`src/rtl/cbus_tx_prbs_test_ctrl.sv`:
```
// cbus_tx_prbs_test_ctrl: sequences a PRBS generator through seed, run and done, with bit/error counting and error injection.
module cbus_tx_prbs_test_ctrl #(
   parameter int N     = 31,
   parameter int CNT_W = 32,
   parameter int PER_W = 16
) (
   input  logic             clk,
   input  logic             rst,
   input  logic             start,
   input  logic             stop,
   input  logic [CNT_W-1:0] cfg_len,
   input  logic [PER_W-1:0] cfg_err_period,
   input  logic             inj_single,
   input  logic             tx_ready,
   output logic             prbs_rst,
   output logic             prbs_ce,
   output logic             prbs_din,
   output logic             prbs_sel,
   output logic             busy,
   output logic             done,
   output logic             aborted,
   output logic [CNT_W-1:0] bit_cnt,
   output logic [CNT_W-1:0] err_cnt
);
   localparam int SW = $clog2(N + 1);
   typedef enum logic [1:0] {IDLE, SEED, RUN, DONE} state_t;
   state_t           state_q, state_d;
   logic [SW-1:0]    seed_q, seed_d;
   logic [PER_W-1:0] per_q, per_d, period_q, period_d;
   logic [CNT_W-1:0] len_q, len_d, bit_q, bit_d, err_q, err_d;
   logic             pend_q, pend_d, abort_q, abort_d;
   logic             prbs_rst_q, prbs_sel_q, busy_q, done_q;
   logic             fire, per_hit;
   assign prbs_rst = prbs_rst_q;
   assign prbs_sel = prbs_sel_q;
   assign busy     = busy_q;
   assign done     = done_q;
   assign aborted  = abort_q;
   assign bit_cnt  = bit_q;
   assign err_cnt  = err_q;
   always_comb begin
      fire     = (state_q == RUN) && tx_ready;
      per_hit  = (period_q != '0) && (per_q == period_q - PER_W'(1));
      prbs_ce  = (state_q == SEED) || fire;
      prbs_din = fire && (per_hit || pend_q);
      state_d  = state_q;
      seed_d   = seed_q;
      per_d    = per_q;
      period_d = period_q;
      len_d    = len_q;
      bit_d    = bit_q;
      err_d    = err_q;
      abort_d  = abort_q;
      // a request arriving on the bit that consumes the previous one stays pending
      pend_d   = (state_q == IDLE) ? 1'b0 : ((pend_q && !fire) || inj_single);
      if (state_q == IDLE && start && !stop) begin
         state_d  = SEED;
         seed_d   = '0;
         per_d    = '0;
         period_d = cfg_err_period;
         len_d    = cfg_len;
         bit_d    = '0;
         err_d    = '0;
         abort_d  = 1'b0;
      end
      if (state_q == SEED) begin
         seed_d  = seed_q + SW'(1);
         state_d = stop ? DONE : (seed_q == SW'(N - 1)) ? RUN : SEED;
         abort_d = stop ? 1'b1 : abort_q;
      end
      if (fire) begin
         bit_d = (&bit_q) ? bit_q : bit_q + CNT_W'(1);
         err_d = (prbs_din && !(&err_q)) ? err_q + CNT_W'(1) : err_q;
         per_d = (period_q == '0 || per_hit) ? '0 : per_q + PER_W'(1);
      end
      if (state_q == RUN && (stop || (fire && len_q != '0 && bit_d == len_q))) begin
         state_d = DONE;
         abort_d = stop;
      end
      if (state_q == DONE) state_d = IDLE;
   end
   always_ff @(posedge clk) begin
      if (rst) begin
         state_q    <= IDLE;
         seed_q     <= '0;
         per_q      <= '0;
         period_q   <= '0;
         len_q      <= '0;
         bit_q      <= '0;
         err_q      <= '0;
         pend_q     <= 1'b0;
         abort_q    <= 1'b0;
         prbs_rst_q <= 1'b0;
         prbs_sel_q <= 1'b0;
         busy_q     <= 1'b0;
         done_q     <= 1'b0;
      end else begin
         state_q    <= state_d;
         seed_q     <= seed_d;
         per_q      <= per_d;
         period_q   <= period_d;
         len_q      <= len_d;
         bit_q      <= bit_d;
         err_q      <= err_d;
         pend_q     <= pend_d;
         abort_q    <= abort_d;
         prbs_rst_q <= state_d == SEED;
         prbs_sel_q <= state_d == RUN;
         busy_q     <= state_d != IDLE;
         done_q     <= state_d == DONE;
      end
   end
endmodule

```
`config.mk`:
```
export PLATFORM = sky130hd
export DESIGN_NAME = cbus_tx_prbs_test_ctrl
export DESIGN_NICKNAME = d
export VERILOG_FILES = /design/src/rtl/cbus_tx_prbs_test_ctrl.sv
export SDC_FILE = /design/constraint.sdc
export NUM_CORES = 1
export LEC_CHECK = 0
export BUFFER_PORTS_ARGS = -buffer_cell sky130_fd_sc_hd__clkbuf_2
export CORE_MARGIN = 2
export CORE_UTILIZATION = 45
export CTS_BUF_LIST = sky130_fd_sc_hd__clkbuf_8
export DETAILED_ROUTE_END_ITERATION = 10
export MAX_ROUTING_LAYER = met4
export PLACE_DENSITY = 0.65
export SETUP_SLACK_MARGIN = 0.4
export SLEW_MARGIN = 20
export SYNTH_ARGS = -nofsm -noshare
export SYNTH_HDL_FRONTEND = slang
export SYNTH_SLANG_ARGS = --single-unit
```
`constraint.sdc`:
```
create_clock -name clk -period 4.9 [get_ports clk]
set_input_delay 1.47 -clock clk [delete_from_list [all_inputs] [get_ports clk]]
set_output_delay 1.47 -clock clk [all_outputs]
set_load 0.02 [all_outputs]
```
* Word level (Yosys, flattened, before mapping)
Index checks and enable logic that the tools add are counted.
Storage, ports and cells: flip-flop bits (word level) 141, logic and storage cells 81, input port bits 54, output and inout port bits 71
Operators by class: multiplexer cells 21, equal/unequal tests 11, reductions and logical operators 31, $add $sub $neg 5
Operators with widths (number):
- 32-bit 2-to-1 mux | 6
- 32-bit by 1-bit adder with 32-bit output, second input constant | 2
- 32-bit AND reduction | 2
- 16-bit 2-to-1 mux | 3
- 32-bit == test | 1
- 32-bit nonzero test | 1
- 16-bit by 1-bit adder with 16-bit output, second input constant | 1
- 16-bit == test | 1
- 16-bit logical NOT | 1
- 16-bit nonzero test | 1
- 16-bit by 1-bit subtractor with 16-bit output, second input constant | 1
- 2-bit 2-to-1 mux | 6
- 1-bit logical AND | 10
- 5-bit 2-to-1 mux | 2
- 2-bit == test, second input constant | 4
- 2-bit nonzero test | 3
- 5-bit by 1-bit adder with 5-bit output, second input constant | 1
- 5-bit == test, second input constant | 1
- 1-bit logical OR | 5
- 2-bit by 1-bit == test with 1-bit output, second input constant | 2
- 1-bit 2-to-1 mux | 4
- 2-bit AND reduction | 2
- 1-bit logical NOT | 3
- 3-bit by 2-bit != test with 1-bit output, second input constant | 1
- 4 further kinds | 4

* Longest topological paths before layout
Gate-level depths: netlist of the first run.
word-level depth 12, mapped depth 14, depth with buffers taken out 11

* Worst setup path before layout of the first run
No wires, ideal clock.
path kind register to output, start point register period_q[0], end point output prbs_din, path slack 779 ps, arrival time 2651 ps, cell stages (with the launch flop) 13, required time 3430 ps, buffers on the path 2, path through dfxtp_1 > inv_1 > ha_1 > or3b_1 > clkbuf_1 > a211oi_1 > or3_1 > a31oi_1 > nor2_1 > nor3_1 > clkbuf_1 > a21oi_1 > nor2_1
Between the ends: longest elaborated chain between the ends 5, elaborated cells between the ends (all ways) 6, classes of those cells add/sub (1); eq/ne (1); reduce/logical (4)
RTL lines:
- from (decl) | line 29 | logic [PER_W-1:0] per_q, per_d, period_q, period_d;
- from (signal assigned) | line 101 | period_q <= period_d;
- 16-bit by 1-bit subtractor with 16-bit output | line 43 | per_hit = (period_q != '0) && (per_q == period_q - PER_W'(1));
- 16-bit == test | line 43
- 1-bit logical AND * | line 43
- 1-bit logical OR * | line 45 | prbs_din = fire && (per_hit || pend_q);
- 1-bit logical AND * | line 45
- to (decl) | line 17 | output logic prbs_din,
Every way passes the cells marked *; elsewhere a longest branch is shown, timed or not.

* Final worst setup path of the first run
Same ends and word-level chain as after synthesis.

==> flow_metrics.py, run 1 <==
metrics = {
    "routing": {
        "drt_iter0_markers": 715,
        "remaining_drc_errors": 0,
        "ant_nets": 0,
        "avgRoutedWirePerCell_microns": 18.33,
        "totalWireLength_microns": 25810,
        "via_count": 8407,
        "vias_per_cell": 5.971,
        "dr.pass1.iters": 8,
    },
    "clocking": {
        "cts_tree": "built",
        "hold_buffers": 0,
        "worstSkewPairLatency_ns": 0.46,
        "cts_root_buf": "clkbuf_8",
        "cts_buffers": 17,
        "clk_pin_slew_worst_paths_ns": 0.09,
        "cts_buffer_depth": 2,
        "clkSinkCount": 141,
        "h-tree-depth": 4,
    },
    "synth": {
        "syn_area_sq_um": 8294,
        "syn_area_per_cell_sq_um": 7.766,
        "yosys_warnings": 0,
        "ys_seq_elements": 141,
        "synth_cells": 1068,
        "syn-num-nets": 1129,
        "synth_ff_type": "dfxtp_1",
        "async_reset_ff_share_pct": 0,
        "synth_cell_types": 73,
        "synth_edf_count": 0,
        "ys_seq_area_share_pct": 34.03,
    },
    "floorplanning": {
        "rows": 49,
        "die_h_microns": 139.8,
        "coreArea_sq_um": 18020,
        "die-area_sq_um": 19530,
        "initial_core_util_pct": 46.02,
        "io_pins": 125,
        "die_x_microns": 139.8,
    },
    "worst_setup_path": {
        "path_delay_family": "simple AND/OR/NAND/NOR gates",
        "crit_required_ns": 3.43,
        "cp_slowest_cell": "dfxtp_2",
        "cpMostUsedCell": "nor2_1",
        "cp-end-kind": "output port",
        "crit_type": "reg2out",
        "crit_path_start_kind": "flop",
        "crit_buf_inv": 2,
        "cp_data_arrival_time_ns": 2.82,
        "slowest_delay_ns": 0.38,
        "path_cells": "inv_1, ha_1, or3b_4, a211oi_1, or3_1, a31oi_2, nor2_1, nor3_2, a21oi_1, nor2_1, clkbuf_2",
        "critPathMaxFanout": 8,
    },
    "timing": {
        "worst_slew_pin_slew_ns": 0.9148,
        "finalMaxSlewViolations": 0,
        "finalCriticalPeriod_ns": 4.289,
        "rsz0062_at_grt": "no",
        "hold_slack_ns": 0.4947,
        "hold_violations": 0,
        "setup_violations": 0,
        "max_freq_mhz": 233.2,
        "finalCritPeriodShare_pct": 87.53,
        "worst_slack_ns": 0.6109,
        "fin_skew_ns": 0.01531,
        "setup_tns_ns": 0,
        "relSlewSlack_pct": 39.01,
    },
    "power": {
        "power.leakage_nw": 3.617,
        "powerDensity_nw_per_um2": 263.5,
        "ir_worst_vdd_mv": 0.1767,
        "p_total_mw": 2.521,
    },
    "outcome": {
        "outcome": "completed",
    },
    "placement": {
        "place_ws_ns": 0.4760,
        "place.gp.congestion": 0.9887,
        "portBuffers": 124,
        "dp_hpwl_microns": 18600,
        "placed_area_sq_um": 9114,
        "place_inst": 1377,
    },
    "finish": {
        "nets": 1228,
        "stdcell_count": 1408,
        "areaGrowthSynthToFinish_pct": 15.34,
        "post-route-util_pct": 53.08,
        "final_common_cell": "nand2_1",
        "drive_above_1_share_pct": 18.49,
        "fin_area_sq_um": 9567,
        "insertedDiodeCount": 0,
        "mostFrequentLayoutCells": "172 x nand2_1, 138 x dfxtp_1, 123 x clkbuf_2",
    },
    "worst_hold_path": {
        "hold_class": "reg2reg",
    },
    "grt": {
        "grt-ovfl-total": 0,
        "grt_max_degree": 89,
        "antenna_found_initial": 0,
        "grt_usage_pct": 26.73,
        "grt_pass1_wl_microns": 40990,
        "grt_pass1_vias": 7724,
    },
    "job": {
        "max-cap-violations": 0,
    },
}
[registers in the layout, summed over array words and instances (netlist names)]
signal    flops
len_q        32
prbs_sel      1
prbs_rst      1
aborted       1
seed_q        5
bit_cnt      32
period_q     16
per_q        16
err_cnt      32
busy          1
done          1
pend_q        1
state_q       2
[synth_stat cells, types with 8 or more instances]
| cell | instances | area, sq um |
|---|---|---|
| a311oi_1 | 14 | 122.6 |
| a21oi_1 | 99 | 495.5 |
| inv_1 | 18 | 67.56 |
| nor4_1 | 25 | 156.4 |
| o21ai_0 | 9 | 45.04 |
| and3_1 | 29 | 181.4 |
| clkbuf_1 | 51 | 191.4 |
| and4_1 | 17 | 148.9 |
| nand3_1 | 40 | 200.2 |
| nor3_1 | 19 | 95.09 |
| a211oi_1 | 12 | 90.09 |
| a31o_1 | 10 | 87.58 |
| nor2_1 | 86 | 322.8 |
| o211ai_1 | 10 | 75.07 |
| nand2_1 | 172 | 645.6 |
| mux2i_1 | 16 | 160.2 |
| xor2_1 | 23 | 201.4 |
| and2_1 | 10 | 62.56 |
| nand4_1 | 33 | 206.5 |
| dfxtp_1 | 141 | 2823 |
| xnor2_1 | 31 | 271.5 |
| a21o_1 | 8 | 60.06 |
| nor2b_1 | 19 | 118.9 |
| or3_1 | 14 | 87.58 |
| mux2_2 | 12 | 135.1 |
| a31oi_1 | 11 | 68.82 |
[worst paths after layout]
check / start / depth (start not counted) / to / slack [ns]
max reg2reg: bit_cnt[25] / 9 / prbs_rst / 0.90
max: period_q[0] / 11 / prbs_din / 0.61
min reg2reg: len_q[9] / 2 / len_q[9] / 0.49
min: len_q[9] / 2 / len_q[9] / 0.49
[cell type report]
cell class / instances / area [sq um]
fill: 1815 / 8458
multi-input combinational: 843 / 5184
clock buffer: 18 / 247.7
sequential: 141 / 2826
timing repair buffer: 146 / 788.3
tap: 229 / 286.5
clock inverter: 13 / 166.4
inverter: 18 / 67.56
[tightest hold or removal path: stages (launching register included)]
cell	delay (ns)
dfxtp_1	0.34
nand2_1	0.06
a21oi_1	0.05
[repair_timing]
item                       in CTS  in global routing
buffers inserted                0                  0
gates resized for setup         2                  9
setup endpoints to repair       1                  1
cloned                          0                  0
hold endpoints to repair        0                  0
[power by group]
part           switching (mW)  internal, mW
Clock                   0.471         0.517
Combinational           0.195         0.126
Sequential             0.0410          1.17
Total                   0.707          1.81
[cell families (layout without fill, tap and decap cells)]
logic type | Yosys count | after routing | share of synthesized area (%)
and+or+nand+nor | 513 | 513 | 31.57
AOI/OAI and AO/OA | 238 | 238 | 19.66
DFF | 141 | 141 | 34.03
buffers and inverters | 84 | 195 | 4.012
xor gates and xnor gates | 54 | 54 | 5.702
muxes | 31 | 31 | 3.967
adders and majority gates | 7 | 7 | 1.056
[per-layer routing]
| metal | track usage, % | wire, microns |
|---|---|---|
| met1 | 34.59 | 11440 |
| met5 | - | 0 |
| met4 | 10.00 | 751 |
| met3 | 5.575 | 1756 |
| met2 | 41.21 | 11850 |
No activity file was read; power rests on OpenSTA's default activity.
==> run 2: changes to the inputs <==
--- a/config.mk
+++ b/config.mk
@@ -10,6 +10,7 @@
 export CORE_UTILIZATION = 45
 export CTS_BUF_LIST = sky130_fd_sc_hd__clkbuf_8
 export DETAILED_ROUTE_END_ITERATION = 10
+export GPL_TIMING_DRIVEN = 0
 export MAX_ROUTING_LAYER = met4
 export PLACE_DENSITY = 0.65
 export SETUP_SLACK_MARGIN = 0.4
==> constraint.sdc (replaced) <==
create_clock -name clk -period 4.9 [get_ports clk]
set_input_delay 1.225 -clock clk [delete_from_list [all_inputs] [get_ports clk]]
set_output_delay 1.225 -clock clk [all_outputs]
set_load 0.02 [all_outputs]
==> run 2 against run 1 <==
  * Non-clock buffer count up 46
  * Worst setup slack worse by 0.088 ns
  * Critical endpoint unchanged
  * Clock skew down 0.0014 ns
  * Final area up 2.3%
  * Global-route usage up 1.8 points
  * Register-to-register slack worse by 0.32 ns
  * Clock power up 10%
  * Count of clock-buffer cells in the layout up 2
==> flow_metrics.py, run 2 (synthesis results as in run 1) <==
metrics = {
    "floorplanning": {
        "coreArea_sq_um": 18020,
        "die_h_microns": 139.8,
        "die_x_microns": 139.8,
        "io_pins": 125,
        "rows": 49,
        "die-area_sq_um": 19530,
        "initial_core_util_pct": 46.02,
    },
    "power": {
        "p_clk_share_pct": 41.2,
        "p_int_mw": 1.901,
        "p_seq_share_pct": 45.5,
        "power.leakage_nw": 3.688,
        "p_switching_mw": 0.7462,
        "ir_worst_vdd_mv": 0.1578,
        "combPwrFrac_pct": 13.3,
        "netSwitchingFraction_pct": 28.19,
        "powerDensity_nw_per_um2": 270.6,
    },
    "finish": {
        "mostFrequentLayoutCells": "172 x nand2_1, 140 x dfxtp_1, 126 x clkbuf_2",
        "final_common_cell": "nand2_1",
        "nets": 1274,
        "insertedDiodeCount": 0,
        "areaGrowthSynthToFinish_pct": 17.97,
        "drive_above_1_share_pct": 17.46,
    },
    "routing": {
        "remaining_drc_errors": 0,
        "totalWireLength_microns": 27520,
        "vias_per_cell": 5.983,
        "ant_nets": 0,
        "avgRoutedWirePerCell_microns": 18.91,
        "dr.pass1.iters": 5,
        "drt_iter0_markers": 685,
        "via_count": 8705,
    },
    "outcome": {
        "outcome": "completed",
    },
    "clocking": {
        "worstSkewPairLatency_ns": 0.46,
        "cts_buffers": 17,
        "clkSinkCount": 141,
        "hold_buffers": 0,
        "cts_root_buf": "clkbuf_8",
        "cts_tree": "built",
        "cts_buffer_depth": 2,
        "h-tree-depth": 4,
        "clk_pin_slew_worst_paths_ns": 0.08,
    },
    "grt": {
        "antenna_found_initial": 0,
        "grt_pass1_wl_microns": 43200,
        "grt_max_degree": 17,
        "grt-ovfl-total": 0,
        "grt_pass1_vias": 7946,
        "grt_usage_pct": 28.51,
    },
    "placement": {
        "portBuffers": 123,
        "dp_hpwl_microns": 20480,
        "place.gp.congestion": 0.9880,
        "place_ws_ns": 0.09220,
    },
    "worst_setup_path": {
        "critPathMaxFanout": 8,
        "crit_type": "reg2out",
        "cp-end-kind": "output port",
        "crit_path_start_kind": "flop",
        "crit_required_ns": 3.67,
        "cp_data_arrival_time_ns": 3.15,
    },
    "timing": {
        "finalMaxSlewViolations": 0,
        "finalCriticalPeriod_ns": 4.377,
        "worst_slack_ns": 0.5227,
        "hold_violations": 0,
        "setup_violations": 0,
        "worst_slew_pin_slew_ns": 0.8105,
        "relSlewSlack_pct": 45.55,
        "finalCritPeriodShare_pct": 89.33,
        "setup_tns_ns": 0,
        "max_freq_mhz": 228.4,
        "fin_skew_ns": 0.01387,
        "rsz0062_at_grt": "no",
    },
    "job": {
        "max-cap-violations": 0,
    },
    "worst_hold_path": {
        "hold_class": "reg2reg",
    },
}
run 2: power groups by stage:
stage	combinational, mW	clock, mW	sequential [mW]
2_1_floorplan	0.221	0	1.22
6_report	0.351	1.09	1.20
3_3_place_gp	0.325	0	1.23
4_1_cts	0.332	1.11	1.20
3_5_place_dp	0.327	0	1.23
5_1_grt	0.384	1.16	1.21
run 2: worst paths after layout:
kind / cells past startpoint / to / startpoint / slack, ns
max: 12 / prbs_din / period_q[5] / 0.52
min reg2reg: 1 / seed_q[4] / seed_q[4] / 0.48
min: 1 / seed_q[4] / seed_q[4] / 0.48
max reg2reg: 11 / prbs_rst / bit_cnt[25] / 0.58
run 2: final cells by class:
| type | instances | area, sq um |
|---|---|---|
| fill | 1832 | 8240 |
| multi-input combinational | 843 | 5221 |
| sequential | 141 | 2824 |
| timing repair buffer | 126 | 640.6 |
| buffer | 66 | 286.5 |
| tap | 229 | 286.5 |
| clock buffer | 20 | 275.3 |
| clock inverter | 12 | 182.7 |
| inverter | 18 | 67.56 |
run 2: stage by stage:
stage | std cells | utilization (%) | area (sq um) | hold WS [ns] | power (mW)
floorplan | 1068 | - | 8294 | 0.4396 | 1.444
global placement | 1420 | 51.02 | 9196 | 0.4601 | 1.555
detailed placement | 1420 | 51.02 | 9196 | 0.4612 | 1.558
CTS | 1453 | 53.73 | 9686 | 0.4776 | 2.643
global route | 1455 | 54.28 | 9784 | 0.4862 | 2.753
finish | 1455 | 54.28 | 9784 | 0.4839 | 2.647
run 2: critical path, stage by stage (launching register included):
cell	delay (ns)
dfxtp_1	0.30
buf_1	0.18
or4_1	0.53
buf_4	0.20
nor4_4	0.23
xnor2_1	0.14
nor3_1	0.18
nand4_1	0.17
nor3_4	0.21
buf_8	0.13
a21oi_1	0.06
nor2_1	0.18
buf_4	0.18
run 2: layer usage:
metal / GRT usage (%) / wire (microns)
met5: - / 0
met4: 10.11 / 864
met3: 5.162 / 1673
met2: 44.85 / 12940
met1: 36.88 / 12040
run 2: timing repair:
action / in CTS / in global routing
resized for setup: 7 / 26
cloned: 0 / 0
setup buffers: 1 / 2
pin swaps: 1 / 3
setup endpoints to repair: 1 / 6
